### src/rtl/seq_mult_engine_if.sv
// seq_mult_engine_if: operand/product handshakes plus abort and busy status
// for the shift-add sequential multiplier. The master drives operands and
// consumes products. The slave is the engine itself.
interface seq_mult_engine_if #(
  parameter int WIDTH_M = 16
);
  logic                   in_valid;
  logic                   in_ready;
  logic [WIDTH_M-1:0]     multiplicand;
  logic [WIDTH_M-1:0]     multiplier;
  logic                   abort;
  logic                   out_valid;
  logic                   out_ready;
  logic [2*WIDTH_M-1:0]   product;
  logic                   busy;

  modport master (
    output in_valid, multiplicand, multiplier, abort, out_ready,
    input  in_ready, out_valid, product, busy
  );

  modport slave (
    input  in_valid, multiplicand, multiplier, abort, out_ready,
    output in_ready, out_valid, product, busy
  );
endinterface

### src/rtl/seq_mult_engine.sv
// seq_mult_engine: unsigned WIDTH_M x WIDTH_M shift-add multiplier.
// Each CALC cycle does a conditional add of M into A, then shifts {C,A,Q}
// right by one bit. The product {A,Q} is presented until it is consumed.
// An abort in CALC or DONE drops the operation.
// Optional feature macro: EARLY_TERM_EN. When it is defined, the engine
// finishes with one bulk shift as soon as no unprocessed multiplier bits
// remain set.
module seq_mult_engine #(
  parameter int WIDTH_M = 16
) (
  input  logic               clk,
  input  logic               reset_n,
  seq_mult_engine_if.slave   bus
);

  localparam int REM_W = $clog2(WIDTH_M + 1);

  localparam logic [1:0] ST_IDLE = 2'd0;
  localparam logic [1:0] ST_CALC = 2'd1;
  localparam logic [1:0] ST_DONE = 2'd2;

  logic [1:0]         state;
  logic [WIDTH_M-1:0] m_q;
  logic [WIDTH_M-1:0] a_q;
  logic [WIDTH_M-1:0] q_q;
  logic               c_q;
  logic [REM_W-1:0]   rem;
  logic [WIDTH_M:0]   sum;

  // Conditional add. C is the accumulator's extension bit and is always zero
  // when a step starts, so {C,A} + M is the spec's (WIDTH_M+1)-bit sum.
  // NOTE: always_comb gives sum a value on every path, so no latch is inferred.
  always_comb begin
    sum = {c_q, a_q};
    if (q_q[0]) sum = {c_q, a_q} + {1'b0, m_q};
  end

`ifdef EARLY_TERM_EN
  logic [WIDTH_M-1:0] live_mask;

  // Marks the multiplier bits that have not been consumed yet (the low rem bits of Q).
  always_comb begin
    live_mask = ~({WIDTH_M{1'b1}} << rem);
  end
`endif

  // Control FSM and datapath registers. Abort takes priority over step
  // completion and over the output handshake.
  // NOTE: state registers use non-blocking assignments, so every register
  // samples its pre-edge value and update order never matters.
  // NOTE: all datapath registers reset to zero, so the product port reads 0 after reset.
  always_ff @(posedge clk or negedge reset_n) begin
    if (!reset_n) begin
      state <= ST_IDLE;
      m_q   <= '0;
      a_q   <= '0;
      q_q   <= '0;
      c_q   <= 1'b0;
      rem   <= '0;
    end else begin
      case (state)
        ST_IDLE: begin
          if (bus.in_valid) begin
            m_q   <= bus.multiplicand;
            q_q   <= bus.multiplier;
            a_q   <= '0;
            c_q   <= 1'b0;
            rem   <= REM_W'(WIDTH_M);
            state <= ST_CALC;
          end
        end
        ST_CALC: begin
          if (bus.abort) begin
            state <= ST_IDLE;
          end
`ifdef EARLY_TERM_EN
          else if ((q_q & live_mask) == '0) begin
            // Every remaining step would only shift, so do them all at once.
            {c_q, a_q, q_q} <= {c_q, a_q, q_q} >> rem;
            rem             <= '0;
            state           <= ST_DONE;
          end
`endif
          else begin
            c_q <= 1'b0;
            a_q <= sum[WIDTH_M:1];
            q_q <= {sum[0], q_q[WIDTH_M-1:1]};
            rem <= rem - REM_W'(1);
            if (rem == REM_W'(1)) state <= ST_DONE;
          end
        end
        ST_DONE: begin
          if (bus.abort || bus.out_ready) state <= ST_IDLE;
        end
        default: state <= ST_IDLE;
      endcase
    end
  end

  // All outputs are decoded from registered state, so none of them depends
  // combinationally on in_valid or out_ready.
  assign bus.in_ready  = (state == ST_IDLE);
  assign bus.out_valid = (state == ST_DONE);
  assign bus.busy      = (state != ST_IDLE);
  assign bus.product   = {a_q, q_q};

endmodule

### src/flat_wrapper.sv
// flat-port wrapper written by rule: the top's interface ports become plain ports
module seq_mult_engine_flat 
#(
  parameter int WIDTH_M = 16
)
  (clk, reset_n, bus_in_valid, bus_multiplicand, bus_multiplier, bus_abort, bus_out_ready, bus_in_ready, bus_out_valid, bus_product, bus_busy);
  seq_mult_engine_if #(.WIDTH_M(WIDTH_M)) bus_i ();
  input  logic clk;
  input  logic reset_n;
  input wire logic [$bits(bus_i.in_valid)-1:0] bus_in_valid;
  input wire logic [$bits(bus_i.multiplicand)-1:0] bus_multiplicand;
  input wire logic [$bits(bus_i.multiplier)-1:0] bus_multiplier;
  input wire logic [$bits(bus_i.abort)-1:0] bus_abort;
  input wire logic [$bits(bus_i.out_ready)-1:0] bus_out_ready;
  output wire logic [$bits(bus_i.in_ready)-1:0] bus_in_ready;
  output wire logic [$bits(bus_i.out_valid)-1:0] bus_out_valid;
  output wire logic [$bits(bus_i.product)-1:0] bus_product;
  output wire logic [$bits(bus_i.busy)-1:0] bus_busy;
  assign bus_i.in_valid = bus_in_valid;
  assign bus_i.multiplicand = bus_multiplicand;
  assign bus_i.multiplier = bus_multiplier;
  assign bus_i.abort = bus_abort;
  assign bus_i.out_ready = bus_out_ready;
  assign bus_in_ready = bus_i.in_ready;
  assign bus_out_valid = bus_i.out_valid;
  assign bus_product = bus_i.product;
  assign bus_busy = bus_i.busy;
  seq_mult_engine #(.WIDTH_M(WIDTH_M)) u_core (.clk(clk), .reset_n(reset_n), .bus(bus_i));
endmodule
### config.mk
export PLATFORM = sky130hd
export DESIGN_NAME = seq_mult_engine_flat
export DESIGN_NICKNAME = d
export VERILOG_FILES = /design/src/rtl/seq_mult_engine_if.sv /design/src/rtl/seq_mult_engine.sv /design/src/flat_wrapper.sv
export SDC_FILE = /design/constraint.sdc
export NUM_CORES = 1
export LEC_CHECK = 0
export CAP_MARGIN = 20
export CORE_MARGIN = 10
export CORE_UTILIZATION = 50
export DETAILED_ROUTE_END_ITERATION = 10
export GPL_TIMING_DRIVEN = 0
export PLACE_DENSITY = 0.8
export SLEW_MARGIN = 5
export SYNTH_ARGS = -nofsm -noshare
export SYNTH_HDL_FRONTEND = slang
export SYNTH_SLANG_ARGS = --single-unit
### constraint.sdc
create_clock -name clk -period 3.2 [get_ports clk]
set_input_delay 0.64 -clock clk [delete_from_list [all_inputs] [get_ports clk]]
set_output_delay 0.64 -clock clk [all_outputs]
set_load 0.02 [all_outputs]
======== Word-level counts from Yosys, hierarchy flattened ========
Cells that the tools add are included.
operators by class
  eq/ne operators ......................... 7
  reductions and logical operators ........ 7
  $add $sub $neg .......................... 2
  multiplexer cells ....................... 18
operator list
  kind                                                                   count
  16-bit two-way mux                                                     4
  16-bit case mux with 2 select lines                                    2
  17-bit by 16-bit adder with 17-bit output                              1
  17-bit two-way mux                                                     1
  5-bit two-way mux                                                      2
  5-bit case mux with 2 select lines                                     1
  2-bit two-way mux                                                      4
  2-bit case mux with 3 select lines                                     1
  3-bit AND reduction                                                    2
  5-bit by 1-bit equality test with 1-bit output, second input constant  1
  5-bit by 1-bit subtractor with 5-bit output, second input constant     1
  2-bit != test, second input constant                                   2
  2-bit nonzero test                                                     2
  3-bit by 2-bit != test with 1-bit output, second input constant        1
  2-bit by 1-bit equality test with 1-bit output, second input constant  1
  2-bit equality test, second input constant                             1
  2-bit zero test                                                        1
  1-bit two-way mux                                                      2
  2-bit by 1-bit != test with 1-bit output, second input constant        1
  1-bit case mux with 2 select lines                                     1
  2-bit AND reduction                                                    1
  1-bit logical OR                                                       1
storage, ports and cells
  register bits ........................... 56
  word-level logic and storage cells ...... 40
  input bits .............................. 37

======== Depth between registers and ports, before layout ========
Gate-level depths: netlist of run 1.
  word-level depth ........................ 4
  mapped depth ............................ 9
  mapped depth without buffers ............ 9

======== Least setup slack after synthesis of run 1 ========
Ideal clock, no wire load.
  path kind ............................... register to register
  start point ............................. reg u_core.a_q[0]
  end point ............................... reg u_core.a_q[9]
  setup slack ............................. 872 ps
  data arrival time ....................... 2208 ps
  stages on the path, launching flop included .. 10
  buffers on the path ..................... 0
  period minus slack after synthesis ...... 2328 ps
  data required time ...................... 3080 ps
  library setup time ...................... 120 ps
  path through ............................ dfrtp_1 -> ha_1 -> fa_1 -> a21o_1 -> a221oi_2 -> o21ai_2 -> nand3_1 -> nand2_1 -> xnor2_1 -> a31o_2
between the ends
  cells in the longest elaborated chain, start to end .. 4
ends and longest elaborated chain
  item                                       RTL line               RTL
  start, declared                            seq_mult_engine.sv:24  logic [WIDTH_M-1:0] a_q;
  start signal, assigned                     seq_mult_engine.sv:86  a_q <= sum[WIDTH_M:1];
  17-bit by 16-bit adder with 17-bit output  seq_mult_engine.sv:35  if (q_q[0]) sum = {c_q, a_q} + {1'b0, m_q};
  17-bit two-way mux                         seq_mult_engine.sv:35
  16-bit two-way mux                         seq_mult_engine.sv:73  if (bus.abort) begin
  16-bit case mux with 2 select lines        seq_mult_engine.sv:61  case (state)
No other way between the ends. The select of a mux whose other input is x is not followed.
A chain may end at the register's enable or synchronous reset.

======== Worst setup path after layout of run 1 ========
  start point ............................. reg u_core.a_q[0]
  end point ............................... reg u_core.a_q[11]
Same word-level chain as after synthesis.

==> impl_metrics.csv, run 1 <==
group,metric,value,unit
clocking,numCtsBuffers,5,
sta,period_minus_slack,2.474,ns
yosys,synth_xor_area_frac,0.04241,
floorplan,fp.dieW,98.72,um
clocking,cts_buffer_depth,2,
floorplan,die_h,98.72,um
sta,layout_setup_ws,0.7263,ns
yosys,synth-simple-area-share,0.1817,
yosys,seq_area_frac_synth,0.4443,
routing,vias,2729,
global_routing,grt_max_degree,34,
routing,wl_met2,3909,um
routing,wl_per_cell,16.44,um
placed_design,gp_congestion,0.8754,
yosys,synth_top_area_share,0.4443,
yosys,synth_top_family_by_area,"simple AND/OR/NAND/NOR gates",
layout,layout_commonest_cell,"nand2_1",
routing,wl_met1,3609,um
setup_path,cp.required,3.37,ns
floorplan,start_util,0.5202,
clocking,postCtsSetupBuffers,0,
yosys,synth_top_area_cell,"dfrtp_1",
setup_path,cp.arrival,2.64,ns
flow_run,maxCapViolations,0,
global_routing,grt_pass1_vias,2782,
yosys,synth_cell_types,47,
routing,viasPerCell,5.502,
yosys,synth_area_leaders,"dfrtp_1, nand2_1, ha_1",
yosys,syn_area,0.003098,mm2
floorplan,dieArea,0.009745,mm2
sta,timing.final.crit_share,0.7730,
layout,fin_util,0.6775,
yosys,ys.warnings.count,0,
placed_design,dp_worst_setup_slack,0.7162,ns
global_routing,antenna_found_initial,0,
layout,syn2layout_area_growth,30.25,%
setup_path,critPathKind,"flip-flop to flip-flop",
yosys,synth_compound_area_frac,0.1797,
layout,drive_gt1_frac,0.06176,
clocking,clockRootBuffer,"clkbuf_8",
routing,routed.top_layer,"met4",
sta,hold_violations,0,
power_and_ir_drop,power_density,953.0,mW/mm2
status,status,"completed",
global_routing,track_usage,0.1640,
global_routing,grt-ovfl-total,0,
yosys,synth-seq-cells,55,
routing,wl_met3,539,um
yosys,synthMuxAreaShare,0.02908,
floorplan,num_rows,28,
yosys,ys.flop_type,"dfrtp_1",
floorplan,core-area,0.005956,mm2
power_and_ir_drop,total_power,3.845,mW
clocking,clock-sinks,55,
placed_design,dp_hpwl,6331,um
routing,routed_wl,8154,um
placed_design,portBuffers,71,
sta,fin_hold_ws,0.3018,ns
sta,finClkSkew,0.007871,ns
min_path,worstHoldPathType,"input port to async pin",
clocking,clkLatencyLatePin,0.31,ns
floorplan,num_io_pins,72,
yosys,synthesis.nets,397,
sta,worstMarginPinSlew,0.5762,ns
sta,finalSetupViolations,0,
power_and_ir_drop,p_leak,1.893,nW
yosys,synth_edf_count,0,
clocking,cts_tree,"yes",
sta,max_clock_freq,404.2,MHz
clocking,cts_resized,0,
setup_path,end_kind,"flip-flop",
sta,rsz0062_at_grt,"false",
clocking,cts_hold_buf,0,
setup_path,path_max_fanout,4,
routing,first_pass_iters,4,
routing,ant_nets,0,
routing,drc,0,
global_routing,grt_pass1_wl,13520,um
sta,final_max_slew_viol_count,0,
power_and_ir_drop,irDropWorstVdd,0.5268,mV
clocking,clk_pin_slew,0.10,ns
yosys,synthAdderAreaFrac,0.07916,
routing,first_iter_violations,114,
sta,relSlewSlack,0.6159,
layout,nNetsFinal,476,
setup_path,cp-start-kind,"flip-flop",
layout,antenna_cells,0,
yosys,postSynth.asyncResetShare,1.000,
layout,final_cell_mix,"nand2_1, clkdlybuf4s50_1, dfrtp_1, a21oi_1",
clocking,htreeDepth,2,
yosys,syn_area_per_cell,9.085,um2
yosys,syn_inst,341,
[cell families (layout without fill, tap and decap cells)]
| logic type | count (synthesis) | after routing |
|---|---|---|
| adder cells (fa/ha/maj) | 19 | 19 |
| AO/OA/AOI/OAI | 83 | 83 |
| flip-flops | 55 | 55 |
| multiplexers | 9 | 9 |
| XOR/XNOR | 15 | 15 |
| AND/OR/NAND/NOR | 134 | 134 |
| buffers and inverters | 26 | 106 |
[cells in the mapped netlist (all sizes together), types with 2 or more instances]
cell type and instances:
nand2 103, dfrtp 55, o21ai 22, a21oi 21
ha 18, a22oi 14, clkbuf 12, xnor2 12
inv 9, mux2i 9, a21o 8, nor2 8
nand2b 7, a31oi 4, buf 4, nand4 4
xor2 3, a32oi 2, and3 2, nand3 2
nor3 2, o211ai 2, o21bai 2
[through the flow]
stage / TNS [ns] / std cells / cell area [um2]
after global routing: 0 / 496 / 4035
final: 0 / 496 / 4035
after floorplan: 0 / 341 / 3098
after detailed placement: 0 / 488 / 3918
after CTS: 0 / 496 / 4035
after global placement: -12.48 / 487 / 3902
[power breakdown]
group / switching, mW / leakage [nW] / internal (mW) / total, mW
logic: 1.18 / 1.14 / 0.975 / 2.15
clock network: 0.222 / 0.0612 / 0.253 / 0.476
registers: 0.255 / 0.694 / 0.961 / 1.22
total: 1.66 / 1.89 / 2.19 / 3.85
[per-layer routing]
layer / track usage / up-vias
li1: - / 1331
met3: 0.04609 / 8
met1: 0.2076 / 1322
met4: 0.05182 / 0
met5: 0 / -
met2: 0.2642 / 68
[worst max-delay path, cell delays in order, from the launching register on]
cell,delay [ns]
dfrtp_1,0.43
ha_1,0.25
fa_1,0.41
a21o_1,0.22
a221oi_2,0.33
o21ai_2,0.14
nand4_1,0.16
nand2b_1,0.11
mux2i_1,0.19
a31oi_1,0.10
[state kept, by name (all words and copies together), names as in the netlist]
| signal | flops |
|---|---|
| u_core.state | 2 |
| u_core.rem | 5 |
| u_core.m_q | 16 |
| u_core.a_q | 16 |
| u_core.q_q | 16 |
[area by class of cell]
type	count	area, um2
repair buffers	72	725.7
inverters	9	33.78
multi-input cells	260	1587
clock inverters	2	35.03
flip-flops and latches	55	1376
plain buffers	17	101.3
fillers	496	1921
well taps	75	93.84
clock buffers	6	82.58
[final timing paths]
check	startpoint	to	slack [ns]	cells past startpoint
max in group asynchronous	reset_n	u_core.a_q[11]	2.34	2
min	reset_n	u_core.a_q[4]	0.30	1
min in group clk	u_core.m_q[6]	u_core.m_q[6]	0.49	2
min reg2reg	u_core.m_q[6]	u_core.m_q[6]	0.49	2
max reg2reg	u_core.a_q[0]	u_core.a_q[11]	0.73	9
max	u_core.a_q[0]	u_core.a_q[11]	0.73	9
Note: power is estimated with default switching activity, not from simulation.
==> run 2, diff against run 1 <==
==> constraint.sdc (replaced) <==
create_clock -name clk -period 2.33 [get_ports clk]
set_input_delay 0.466 -clock clk [delete_from_list [all_inputs] [get_ports clk]]
set_output_delay 0.466 -clock clk [all_outputs]
set_load 0.02 [all_outputs]
==> run 2 against run 1 <==
  * Global-route usage increased by 0.16 points
  * Critical path type unchanged
  * Critical path depth did not move
  * Largest power group unchanged
  * Critical endpoint unchanged
  * Routed wire length up 2.8%
  * Sequential cell count stayed put
  * Clock power increased by 38%
  * Sequential power grew 37%
  * Sequential share of layout area fell by 0.57 points
  * Non-clock buffer count increased by 7
  * Register-to-register slack worse by 0.63 ns
  * Final cell count up 1.4%
  * Fmax rose by 11%
  * Worst setup slack got worse by 0.63 ns
==> impl_metrics.csv, run 2 (synthesis gave the netlist of run 1 again) <==
group,metric,value,unit
setup_path,endpoint,"u_core.a_q[11]",
clocking,clk_pin_slew,0.10,ns
power_and_ir_drop,irDropWorstVdd,0.7206,mV
power_and_ir_drop,seqPwrFrac,0.309,
layout,fin_cells,503,
floorplan,start_util,0.5202,
setup_path,timing.rr.start,"u_core.a_q[0]",
floorplan,dieArea,0.009745,mm2
placed_design,dpl.cell_count,488,
global_routing,track_usage,0.1656,
power_and_ir_drop,combPwrFrac,0.569,
setup_path,cp-start-kind,"flip-flop",
layout,syn2layout_area_growth,32.47,%
layout,n_fill_cell,486,
routing,wl_per_cell,16.66,um
routing,first_pass_iters,5,
global_routing,grt_pass1_vias,2796,
routing,vias,2792,
power_and_ir_drop,switching_share,0.4308,
status,status,"completed",
sta,fin_hold_ws,0.1284,ns
setup_path,critPathLaunch,"u_core.a_q[0]",
sta,relSlewSlack,0.6033,
power_and_ir_drop,p_int,3.072,mW
global_routing,grt_pass1_wl,13640,um
setup_path,cp.arrival,2.40,ns
floorplan,num_rows,28,
floorplan,fp.dieW,98.72,um
clocking,cts_hold_buf,0,
routing,drc,0,
layout,final_cell_mix,"nand2_1, clkdlybuf4s50_1, dfrtp_1, a21oi_1, o21ai_0",
placed_design,dp_hpwl,6331,um
global_routing,grt_max_degree,34,
setup_path,critPathKind,"flip-flop to flip-flop",
placed_design,gp_congestion,0.8754,
clocking,htreeDepth,2,
routing,ant_nets,0,
sta,period_minus_slack,2.237,ns
global_routing,antenna_found_initial,0,
clocking,clkLatencyLatePin,0.30,ns
layout,reg_top3,"u_core.a_q: 16 flops, u_core.m_q: 16 flops, u_core.q_q: 16 flops",
setup_path,reg2reg_depth,9,
setup_path,cp.required,2.49,ns
setup_path,end_kind,"flip-flop",
setup_path,path_max_fanout,3,
sta,finalSetupViolations,0,
layout,fin_util,0.6891,
layout,antenna_cells,0,
power_and_ir_drop,switchingPower,2.325,mW
sta,final_max_slew_viol_count,0,
global_routing,grt-ovfl-total,0,
setup_path,cp_slowest_stage_delay,0.40,ns
placed_design,portBuffers,71,
floorplan,core-area,0.005956,mm2
layout,drive_gt1_frac,0.08178,
setup_path,cp_cell_sequence,"ha_2, fa_2, a21o_1, a221oi_4, o21ai_2, nand4_1, nand2b_1, mux2i_1, a31oi_1",
routing,viasPerCell,5.551,
layout,layout_commonest_cell,"nand2_1",
clocking,cts_tree,"yes",
clocking,clockRootBuffer,"clkbuf_8",
setup_path,slowest_stage,"dfrtp_1",
routing,first_iter_violations,151,
sta,timing.final.crit_share,0.9602,
layout,nNetsFinal,483,
power_and_ir_drop,clkPwrFrac,0.121,
flow_run,maxCapViolations,0,
setup_path,critical_path_buf_inv_count,0,
clocking,numCtsBuffers,5,
sta,hold_violations,0,
setup_path,r2r_setup_slack,0.09,ns
setup_path,reg2reg_to,"u_core.a_q[11]",
floorplan,die_h,98.72,um
floorplan,num_io_pins,72,
sta,max_clock_freq,447.0,MHz
clocking,clock-sinks,55,
sta,finClkSkew,0.005032,ns
setup_path,path_depth,9,
power_and_ir_drop,p_leak,1.925,nW
setup_path,cpLargestDelayFamily,"compound AO/OA/AOI/OAI gates",
routing,routed_wl,8381,um
sta,worstMarginPinSlew,0.5951,ns
clocking,cts_buffer_depth,2,
min_path,worstHoldPathType,"input port to async pin",
power_and_ir_drop,power_density,1315,mW/mm2
run 2: per-layer routing:
layer / wire [um] / up-vias / GRT usage
met3: 534 / 8 / 0.04609
met2: 4011 / 77 / 0.2693
li1: - / 1342 / -
met5: 0 / - / 0
met1: 3728 / 1365 / 0.2080
met4: 107 / 0 / 0.05182
run 2: cell type report:
class                   count  area [um2]  area share
flip-flops and latches     55        1376      0.3354
clock buffers               6       82.58     0.02012
clock inverters             2       35.03    0.008537
multi-input cells         260        1603      0.3905
plain buffers              17       101.3     0.02470
well taps                  75       93.84     0.02287
repair buffers             79       778.2      0.1896
inverters                   9       33.78    0.008232
run 2: how the worst min path moves through the flow:
stage | from | end | slack, ns
global placement | u_core.m_q[11] | u_core.m_q[11] | 0.47
detailed placement | reset_n | u_core.a_q[4] | 0.47
finish | reset_n | u_core.a_q[4] | 0.13
CTS | reset_n | u_core.a_q[4] | 0.14
global route | reset_n | u_core.a_q[4] | 0.16
floorplan | reset_n | u_core.a_q[0] | 0.17
run 2: power groups by stage:
stage          Combinational, mW  Clock [mW]  Sequential [mW]
5_1_grt                     3.37       0.701             1.72
3_3_place_gp                2.89           0             1.66
4_1_cts                     3.02       0.669             1.66
2_1_floorplan               1.65           0             1.90
6_report                    3.07       0.656             1.67
3_5_place_dp                2.96           0             1.67
run 2: repair_timing:
| item | in CTS | in global routing |
|---|---|---|
| resized for setup | 2 | 1 |
| pin swaps | 2 | 4 |
| endpoints found under the setup margin | 4 | 4 |
| setup buffers | 2 | 5 |
| hold endpoints to repair | 0 | 0 |
run 2: stage by stage:
step                      setup TNS [ns]  total power, mW  setup slack (ns)  cell area [um2]
after global routing            -0.01203            5.795          -0.01203             4104
after CTS                              0            5.348          0.005386             4064
final                                  0            5.397           0.09266             4104
after detailed placement         -0.4157            4.630           -0.1538             3918
after global placement            -50.99            4.554           -0.9260             3902
after floorplan                        0            3.557          0.002348             3098
==> run 3, diff against run 2 <==
--- a/config.mk
+++ b/config.mk
@@ -11,7 +11,7 @@
 export DETAILED_ROUTE_END_ITERATION = 10
 export GPL_TIMING_DRIVEN = 0
 export PLACE_DENSITY = 0.8
-export SLEW_MARGIN = 5
+export SLEW_MARGIN = 10
 export SYNTH_ARGS = -nofsm -noshare
 export SYNTH_HDL_FRONTEND = slang
 export SYNTH_SLANG_ARGS = --single-unit
==> results of run 3 <==
The final DEF is identical to that of run 2; final timing and power are the same.
